## config.mk

```make
export PLATFORM = sky130hd
export DESIGN_NAME = alu_cmd_seq
export DESIGN_NICKNAME = d
export VERILOG_FILES = /design/src/rtl/alu_pkg.sv /design/src/rtl/alu_cmd_seq.sv
export SDC_FILE = /design/constraint.sdc
export NUM_CORES = 1
export LEC_CHECK = 0
export CORE_MARGIN = 5
export CORE_UTILIZATION = 45
export CTS_CLUSTER_DIAMETER = 40
export CTS_CLUSTER_SIZE = 25
export DETAILED_ROUTE_END_ITERATION = 6
export PLACE_DENSITY = 0.85
export SETUP_SLACK_MARGIN = 0.02
export SYNTH_ARGS = -nofsm -noshare
export SYNTH_HDL_FRONTEND = slang
export SYNTH_SLANG_ARGS = --single-unit
```

## constraint.sdc

```tcl
create_clock -name CLK -period 4 [get_ports CLK]
set_input_delay 0.4 -clock CLK [delete_from_list [all_inputs] [get_ports CLK]]
set_output_delay 0.4 -clock CLK [all_outputs]
set_load 0.05 [all_outputs]
```

## src/rtl/alu_pkg.sv

```systemverilog
`default_nettype none
// +--------------------------------------------------------------------------+
// | alu_pkg : opcodes, flag bit positions and sequencer state encoding       |
// | Rev 1.0                                                                  |
// +--------------------------------------------------------------------------+
package alu_pkg;

  localparam logic [3:0] OP_ADD   = 4'b0000;
  localparam logic [3:0] OP_SUB   = 4'b0001;
  localparam logic [3:0] OP_MUL   = 4'b0010;
  localparam logic [3:0] OP_DIV   = 4'b0011;
  localparam logic [3:0] OP_AND   = 4'b0100;
  localparam logic [3:0] OP_OR    = 4'b0101;
  localparam logic [3:0] OP_NAND  = 4'b0110;
  localparam logic [3:0] OP_NOR   = 4'b0111;
  localparam logic [3:0] OP_XOR   = 4'b1000;
  localparam logic [3:0] OP_XNOR  = 4'b1001;
  localparam logic [3:0] OP_CMPEQ = 4'b1010;
  localparam logic [3:0] OP_CMPG  = 4'b1011;
  localparam logic [3:0] OP_CMPL  = 4'b1100;
  localparam logic [3:0] OP_SHR   = 4'b1101;
  localparam logic [3:0] OP_SHL   = 4'b1110;
  localparam logic [3:0] OP_NOP   = 4'b1111;

  localparam int FLAG_CARRY = 0;
  localparam int FLAG_ARITH = 1;
  localparam int FLAG_LOGIC = 2;
  localparam int FLAG_CMP   = 3;
  localparam int FLAG_SHIFT = 4;

  typedef enum logic [1:0] {
    ST_IDLE = 2'd0,
    ST_BUSY = 2'd1,
    ST_RESP = 2'd2
  } state_e;

endpackage
`default_nettype wire

```

## src/rtl/alu_cmd_seq.sv

```systemverilog
`default_nettype none
// +--------------------------------------------------------------------------+
// | alu_cmd_seq : one-at-a-time command sequencer in front of a fixed-latency|
// | ALU. Optional macro ALU_CMD_SEQ_DIV0_CHK_EN rejects divide-by-zero.      |
// | Rev 1.0                                                                  |
// +--------------------------------------------------------------------------+
module alu_cmd_seq
  import alu_pkg::*;
#(
  parameter int ALU_LAT = 1
) (
  input  logic        CLK,
  input  logic        RST,
  input  logic        REQ_VALID,
  output logic        REQ_READY,
  input  logic [15:0] REQ_A,
  input  logic [15:0] REQ_B,
  input  logic [3:0]  REQ_FUN,
  output logic [15:0] A,
  output logic [15:0] B,
  output logic [3:0]  ALU_FUN,
  input  logic [15:0] ALU_OUT,
  input  logic [4:0]  ALU_FLAGS,
  output logic        RSP_VALID,
  input  logic        RSP_READY,
  output logic [15:0] RSP_DATA,
  output logic [4:0]  RSP_FLAGS,
  output logic        RSP_ERR,
  output logic [7:0]  OP_CNT
);

  localparam logic [2:0] LAT_INIT = 3'(ALU_LAT);

  state_e      state_q, state_d;
  logic [2:0]  lat_q, lat_d;
  logic [15:0] a_q, a_d;
  logic [15:0] b_q, b_d;
  logic [3:0]  fun_q, fun_d;
  logic [15:0] data_q, data_d;
  logic [4:0]  flags_q, flags_d;
  logic [7:0]  cnt_q, cnt_d;
`ifdef ALU_CMD_SEQ_DIV0_CHK_EN
  logic        err_q, err_d;
`endif

  always_ff @(posedge CLK or negedge RST) begin
    if (!RST) begin
      state_q <= ST_IDLE;
      lat_q   <= 3'd0;
      a_q     <= 16'd0;
      b_q     <= 16'd0;
      fun_q   <= OP_NOP;
      data_q  <= 16'd0;
      flags_q <= 5'd0;
      cnt_q   <= 8'd0;
`ifdef ALU_CMD_SEQ_DIV0_CHK_EN
      err_q   <= 1'b0;
`endif
    end else begin
      state_q <= state_d;
      lat_q   <= lat_d;
      a_q     <= a_d;
      b_q     <= b_d;
      fun_q   <= fun_d;
      data_q  <= data_d;
      flags_q <= flags_d;
      cnt_q   <= cnt_d;
`ifdef ALU_CMD_SEQ_DIV0_CHK_EN
      err_q   <= err_d;
`endif
    end
  end

  always_comb begin
    state_d = state_q;
    lat_d   = lat_q;
    a_d     = a_q;
    b_d     = b_q;
    fun_d   = fun_q;
    data_d  = data_q;
    flags_d = flags_q;
    cnt_d   = cnt_q;
`ifdef ALU_CMD_SEQ_DIV0_CHK_EN
    err_d   = err_q;
`endif
    case (state_q)
      ST_IDLE: begin
        if (REQ_VALID) begin
`ifdef ALU_CMD_SEQ_DIV0_CHK_EN
          // Rejected divides skip the ALU entirely; its ports keep their values.
          if (REQ_FUN == OP_DIV && REQ_B == 16'd0) begin
            data_d  = 16'd0;
            flags_d = 5'd0;
            err_d   = 1'b1;
            state_d = ST_RESP;
          end else
`endif
          begin
            a_d     = REQ_A;
            b_d     = REQ_B;
            fun_d   = REQ_FUN;
            lat_d   = LAT_INIT;
            state_d = ST_BUSY;
          end
        end
      end
      ST_BUSY: begin
        // Counter starts at ALU_LAT, so capture happens ALU_LAT+1 edges later.
        if (lat_q == 3'd0) begin
          data_d  = ALU_OUT;
          flags_d = ALU_FLAGS;
`ifdef ALU_CMD_SEQ_DIV0_CHK_EN
          err_d   = 1'b0;
`endif
          state_d = ST_RESP;
        end else begin
          lat_d = lat_q - 3'd1;
        end
      end
      ST_RESP: begin
        if (RSP_READY) begin
          cnt_d   = cnt_q + 8'd1;
          state_d = ST_IDLE;
        end
      end
      default: state_d = ST_IDLE;
    endcase
  end

  assign REQ_READY = (state_q == ST_IDLE);
  assign RSP_VALID = (state_q == ST_RESP);
  assign A         = a_q;
  assign B         = b_q;
  assign ALU_FUN   = (state_q == ST_BUSY) ? fun_q : OP_NOP;
  assign RSP_DATA  = data_q;
  assign RSP_FLAGS = flags_q;
  assign OP_CNT    = cnt_q;
`ifdef ALU_CMD_SEQ_DIV0_CHK_EN
  assign RSP_ERR   = err_q;
`else
  assign RSP_ERR   = 1'b0;
`endif

endmodule
`default_nettype wire

```

==> results_dict.tcl, run 1 <==
set metrics [dict create \
    die_area_um2 8219 \
    hp-class "in2async" \
    critPathLaunchType "register" \
    grt_pass1_vias 2192 \
    vias_per_cell 4.850 \
    row_count 29 \
    final.min_clock_period_ps 2476 \
    cts_tree "done" \
    drt-initial-drc-count 35 \
    end_kind "primary output" \
    gp_congestion 0.7688 \
    antenna_found_initial 0 \
    stdcell_area_um2 4453 \
    maxCapViolations 0 \
    finClkSkew_ps 7.300 \
    die_w_um 90.66 \
    p_int_uw 2499 \
    yosys.area.top_type "dfrtp_1" \
    syn-num-nets 247 \
    grt-ovfl-total 0 \
    cts_made_buffers 9 \
    synth_area_leaders "dfrtp_1 56%, mux2_2 15%, mux2_4 9.7%" \
    num_antenna_cells 0 \
    clockBufferDepth 2 \
    vias 1935 \
    min_period_over_period 0.6191 \
    peakVddDrop_mv 0.7035 \
    cts_htree_levels 3 \
    p_comb_frac 0.588 \
    totalWireLength_um 6510 \
    cp_num_buf_inv 1 \
    p_leak_uw 0.001928 \
    hold_violations 0 \
    clock.fmax_mhz 403.8 \
    final_common_cell "clkdlybuf4s50_1" \
    regArea_um2 1757 \
    p_per_area_nw_per_um2 1026 \
    multi_input_area_um2 1070 \
    ios 129 \
    final.setup.tns_ps 0 \
    seq_power_share 0.276 \
    drive_gt1_frac 0.2795 \
    critical_path.cell_chain "and2b_1 > nand2b_1 > clkdlybuf4s50_1" \
    critPathTopFamily "buffers and inverters" \
    rrSetupSlack_ps 1950 \
    nFillCells 447 \
    tightestPinTransition_ps 1004 \
    netlist.area_leader.share 0.5641 \
    crit_path_top_delay_cell "clkdlybuf4s50_1" \
    syn_area_per_cell_um2 16.00 \
    final-max-slew-violation-count 0 \
    timing.rr.end "RSP_DATA[1]" \
    slew_headroom 0.3306 \
    grt_max_degree 48 \
    grt_setup_unrepaired "false" \
    critical_path_class "reg2out" \
    cts_root_buf "clkbuf_8" \
    portBuffers 127 \
    path_clk_slew_ps 70 \
    firstDrtPassIters 4 \
    max_stage_delay_ps 820 \
    pwr-share-clk 0.136 \
    postCtsSetupBuffers 0 \
    grt_pass1_wl_um 10810 \
    final_core_util 0.7013 \
    drc 0 \
    fp.dieH_um 90.66 \
    synth-seq-cells 70 \
    synth_cell_types 33 \
    dpl_cell_area_um2 4230 \
    hold_slack_ps 240.7 \
    r2r_start "lat_q[0]" \
    area_delta_synth_final_pct 52.09 \
    track_usage 0.1653 \
    p_sw_uw 2072 \
    crit_arrival_ps 2080 \
    required_ps 3600 \
    path_max_fanout 7 \
    synth_cells 183 \
    hold_buffers 0 \
    switching_share 0.4533 \
    final_cell_mix "126 x clkdlybuf4s50_1, 66 x dfrtp_1, 39 x mux2_2" \
    wl_per_cell_um 16.32 \
    clock_sinks 70 \
    dp_hpwl_um 4785 \
    fin_nets 381 \
    r2r_cells 5 \
    core_um2 6350 \
    start_util 0.4611 \
    status "completed" \
    synth.yosys.seq_area_share 0.6000 \
    postRouteAntennaNets 0 \
    post_cts_resize_count 0 \
    ys_warn_count 0 \
    insertion_delay_ps 330 \
    netlist_area_um2 2928 \
    setup-violations-final 0 \
]
-- worst register-to-register path: stages, from the launching register on --
cell and delay (ps):
dfrtp_1 380, inv_1 110, ha_1 170, or2b_4 300
nor2_4 560, mux2_2 420
-- layer usage --
| layer | track usage | vias up | wire, um |
|---|---|---|---|
| met5 | 0 | - | 0 |
| met4 | 0.05955 | 0 | 51 |
| met3 | 0.06333 | 6 | 623 |
| met2 | 0.2778 | 79 | 3307 |
| met1 | 0.1911 | 958 | 2527 |
| li1 | - | 892 | - |
-- Yosys cell counts --
cell,number
a21o_1,1
nor2_1,3
nor3_1,2
buf_12,2
inv_1,5
a21oi_2,1
xor2_1,5
conb_1,1
xnor2_1,2
o21ai_0,1
o2bb2ai_1,1
dfstp_2,4
a21oi_1,1
ha_1,3
nor2_4,1
or4_1,1
nand3b_4,1
nand3_1,3
or2b_4,1
nor4_2,1
nand2b_1,4
buf_6,3
a21oi_4,1
nor3b_2,1
nor2b_1,1
nand2b_4,1
mux2_2,39
buf_4,2
and2b_1,1
mux2_4,19
dfrtp_1,66
nand2_1,4
and3_1,1
-- worst max-delay path by stage --
stage / slack (ps) / cells past startpoint / startpoint / endpoint
after floorplan: 2270 / 3 / state_q[1] / OP_CNT[2]
after global placement: 1880 / 3 / state_q[1] / ALU_FUN[3]
after detailed placement: 1860 / 3 / state_q[1] / ALU_FUN[3]
after CTS: 1480 / 3 / state_q[1] / ALU_FUN[3]
after global routing: 1400 / 3 / state_q[1] / ALU_FUN[3]
final: 1520 / 3 / state_q[1] / ALU_FUN[3]
-- through the flow --
step,power [uW],setup WS (ps),std cells
after global placement,3932,1876,383
after CTS,4632,1479,399
after global routing,4792,1398,399
final,4570,1524,399
after floorplan,3148,2274,183
after detailed placement,3978,1858,383
-- power by group through the flow --
stage / logic (uW) / registers (uW) / clock network [uW]
2_1_floorplan: 884 / 2260 / 0
3_3_place_gp: 2680 / 1250 / 0
3_5_place_dp: 2710 / 1270 / 0
4_1_cts: 2720 / 1260 / 646
5_1_grt: 2810 / 1310 / 679
6_report: 2690 / 1260 / 623
-- cell type report --
class / instances / area share
well taps: 77 / 0.02164
flip-flops and latches: 70 / 0.3945
multi-input cells: 101 / 0.2402
inverters: 5 / 0.004215
clock buffers: 10 / 0.03091
repair buffers: 130 / 0.2894
clock inverters: 6 / 0.01911
-- state kept, by name, summed over array words and instances, names as in the netlist --
name / count
fun_q: 4
OP_CNT: 8
state_q: 2
RSP_FLAGS: 5
B: 16
A: 16
lat_q: 3
RSP_DATA: 16
-- kinds of logic after synthesis --
logic type | synth area share
AOI/OAI and AO/OA | 0.01752
muxes | 0.2474
other | 0.001281
buffers and inverters | 0.03675
xor gates and xnor gates | 0.02094
DFF | 0.6000
and+or+nand+nor | 0.06325
adders and majority gates | 0.01282
Power figures use the tool's default switching activity.
==> run 2, diff against run 1 <==
--- a/config.mk
+++ b/config.mk
@@ -6,11 +6,11 @@
 export NUM_CORES = 1
 export LEC_CHECK = 0
 export CORE_MARGIN = 5
-export CORE_UTILIZATION = 45
+export CORE_UTILIZATION = 42
 export CTS_CLUSTER_DIAMETER = 40
 export CTS_CLUSTER_SIZE = 25
 export DETAILED_ROUTE_END_ITERATION = 6
-export PLACE_DENSITY = 0.85
+export PLACE_DENSITY = 0.8
 export SETUP_SLACK_MARGIN = 0.02
 export SYNTH_ARGS = -nofsm -noshare
 export SYNTH_HDL_FRONTEND = slang
==> constraint.sdc (replaced) <==
create_clock -name CLK -period 2.4 [get_ports CLK]
set_input_delay 0.24 -clock CLK [delete_from_list [all_inputs] [get_ports CLK]]
set_output_delay 0.24 -clock CLK [all_outputs]
set_load 0.05 [all_outputs]
==> results_dict.tcl, run 2 (same netlist as run 1, synthesis figures left out) <==
set metrics [dict create \
    status "completed" \
    vias_per_cell 4.621 \
    gp_congestion 0.7153 \
    finClkSkew_ps 10.73 \
    critPathTopFamily "buffers and inverters" \
    dp_hpwl_um 4908 \
    grt_max_degree 39 \
    setup_ws_ps 199.9 \
    final_common_cell "clkdlybuf4s50_1" \
    cts_made_buffers 9 \
    hp-class "reg2reg" \
    antenna_found_initial 0 \
    cts_htree_levels 3 \
    drive_gt1_frac 0.2747 \
    drc 0 \
    crit_path_top_delay_cell "clkdlybuf4s50_1" \
    cts_tree "done" \
    peakVddDrop_mv 0.8603 \
    critical_path_class "reg2out" \
    final-max-slew-violation-count 0 \
    clock_sinks 70 \
    core_um2 6794 \
    max_stage_delay_ps 850 \
    path_max_fanout 6 \
    nFillCells 520 \
    grt_pass1_vias 2205 \
    portBuffers 127 \
    required_ps 2160 \
    grt_pass1_wl_um 10670 \
    final.setup.tns_ps 0 \
    critPathLaunchType "register" \
    hold_violations 0 \
    pwr-share-clk 0.122 \
    p_sw_uw 3452 \
    die_w_um 93.49 \
    vias 1941 \
    start_util 0.4309 \
    crit_arrival_ps 1960 \
    area_delta_synth_final_pct 53.68 \
    seq_power_share 0.279 \
    grt_setup_unrepaired "false" \
    wl_per_cell_um 15.65 \
    p_leak_uw 0.001949 \
    switching_share 0.4580 \
    track_usage 0.1571 \
    critical_path.cell_chain "nor2b_1 > clkdlybuf4s50_1" \
    p_comb_frac 0.599 \
    final.min_clock_period_ps 2200 \
    final_core_util 0.6622 \
    cts_root_buf "clkbuf_8" \
    clockBufferDepth 2 \
    drt-initial-drc-count 23 \
    fp.dieH_um 93.49 \
    path_clk_slew_ps 80 \
    grt-ovfl-total 0 \
    firstDrtPassIters 4 \
    stdcell_area_um2 4499 \
    cp_num_buf_inv 1 \
    final_cell_mix "122 x clkdlybuf4s50_1, 66 x dfrtp_1, 39 x mux2_2" \
    place_ws_ps 418.5 \
    postRouteAntennaNets 0 \
    ios 129 \
    fin_nets 383 \
    num_antenna_cells 0 \
    totalWireLength_um 6571 \
    clock.fmax_mhz 454.5 \
    p_per_area_nw_per_um2 1675 \
    insertion_delay_ps 340 \
    p_int_uw 4085 \
    end_kind "primary output" \
    die_area_um2 8740 \
    setup-violations-final 0 \
    slew_headroom 0.4935 \
    row_count 30 \
    dpl_cell_area_um2 4287 \
    min_period_over_period 0.9167 \
    tightestPinTransition_ps 759.7 \
    maxCapViolations 0 \
]
## run 2: cell count changes in the layout (fill, tap and decap cells not counted)
cell             before  now
clkdlybuf4s50_1     126  122
dlymetal6s2s_1        0    4
buf_12                0    2
clkbuf_1              0    2
buf_4                 3    2
bufinv_16             2    1
clkinvlp_4            2    1
dlygate4sd3_1         0    1
## run 2: power groups by stage
stage               logic [uW]  clock network, uW  registers, uW
global placement          4510                  0           2090
finish                    4510                923           2100
floorplan                 1470                  0           3770
detailed placement        4570                  0           2120
global route              4710               1010           2180
CTS                       4590                958           2110
## run 2: routing by layer
| metal | global-route usage | routed length [um] | part of all wire | vias up |
|---|---|---|---|---|
| li1 | - | - | - | 901 |
| met1 | 0.1755 | 2505 | 0.38 | 953 |
| met2 | 0.2710 | 3395 | 0.52 | 79 |
| met3 | 0.06195 | 602 | 0.092 | 8 |
| met4 | 0.05495 | 68 | 0.010 | 0 |
| met5 | 0 | 0 | 0 | - |
## run 2: metrics by stage
stage	power (uW)	hold slack, ps	cells
3_5_place_dp	6686	354.6	403
3_3_place_gp	6594	353.3	403
4_1_cts	7652	493.4	420
2_1_floorplan	5246	-55.59	183
6_report	7537	489.3	420
5_1_grt	7907	501.6	420
## run 2: worst reg2reg max path, stage by stage, from the launching register on
cell     delay, ps
dfrtp_1        370
inv_1          110
ha_1           180
or2b_4         300
nor2_4         100
buf_4          210
mux2_2         360
## run 2: timing repair
action	in CTS	in global routing
hold buffers	1	0
setup endpoints to repair	0	4
gates resized for setup	0	4
hold endpoints to repair	26	0
setup buffers	0	0
## run 2: final timing paths
path,from,endpoint,slack (ps),depth (start not counted)
min in group asynchronous,RST,A[13],510,2
min,OP_CNT[7],OP_CNT[7],490,1
max reg2reg,lat_q[0],RSP_FLAGS[0],650,6
max,state_q[1],RSP_VALID,200,2
min reg2reg,OP_CNT[7],OP_CNT[7],490,1
max in group asynchronous,RST,B[5],1220,3
## run 2: area by class of cell
type	instances	area, um^2	share of cell area
Clock buffer	12	145.1	0.03226
Multi-Input combinational cell	101	1070	0.2378
Clock inverter	4	47.55	0.01057
Tap cell	96	120.1	0.02670
Sequential cell	70	1757	0.3904
Inverter	5	18.77	0.004171
Timing Repair Buffer	132	1341	0.2981
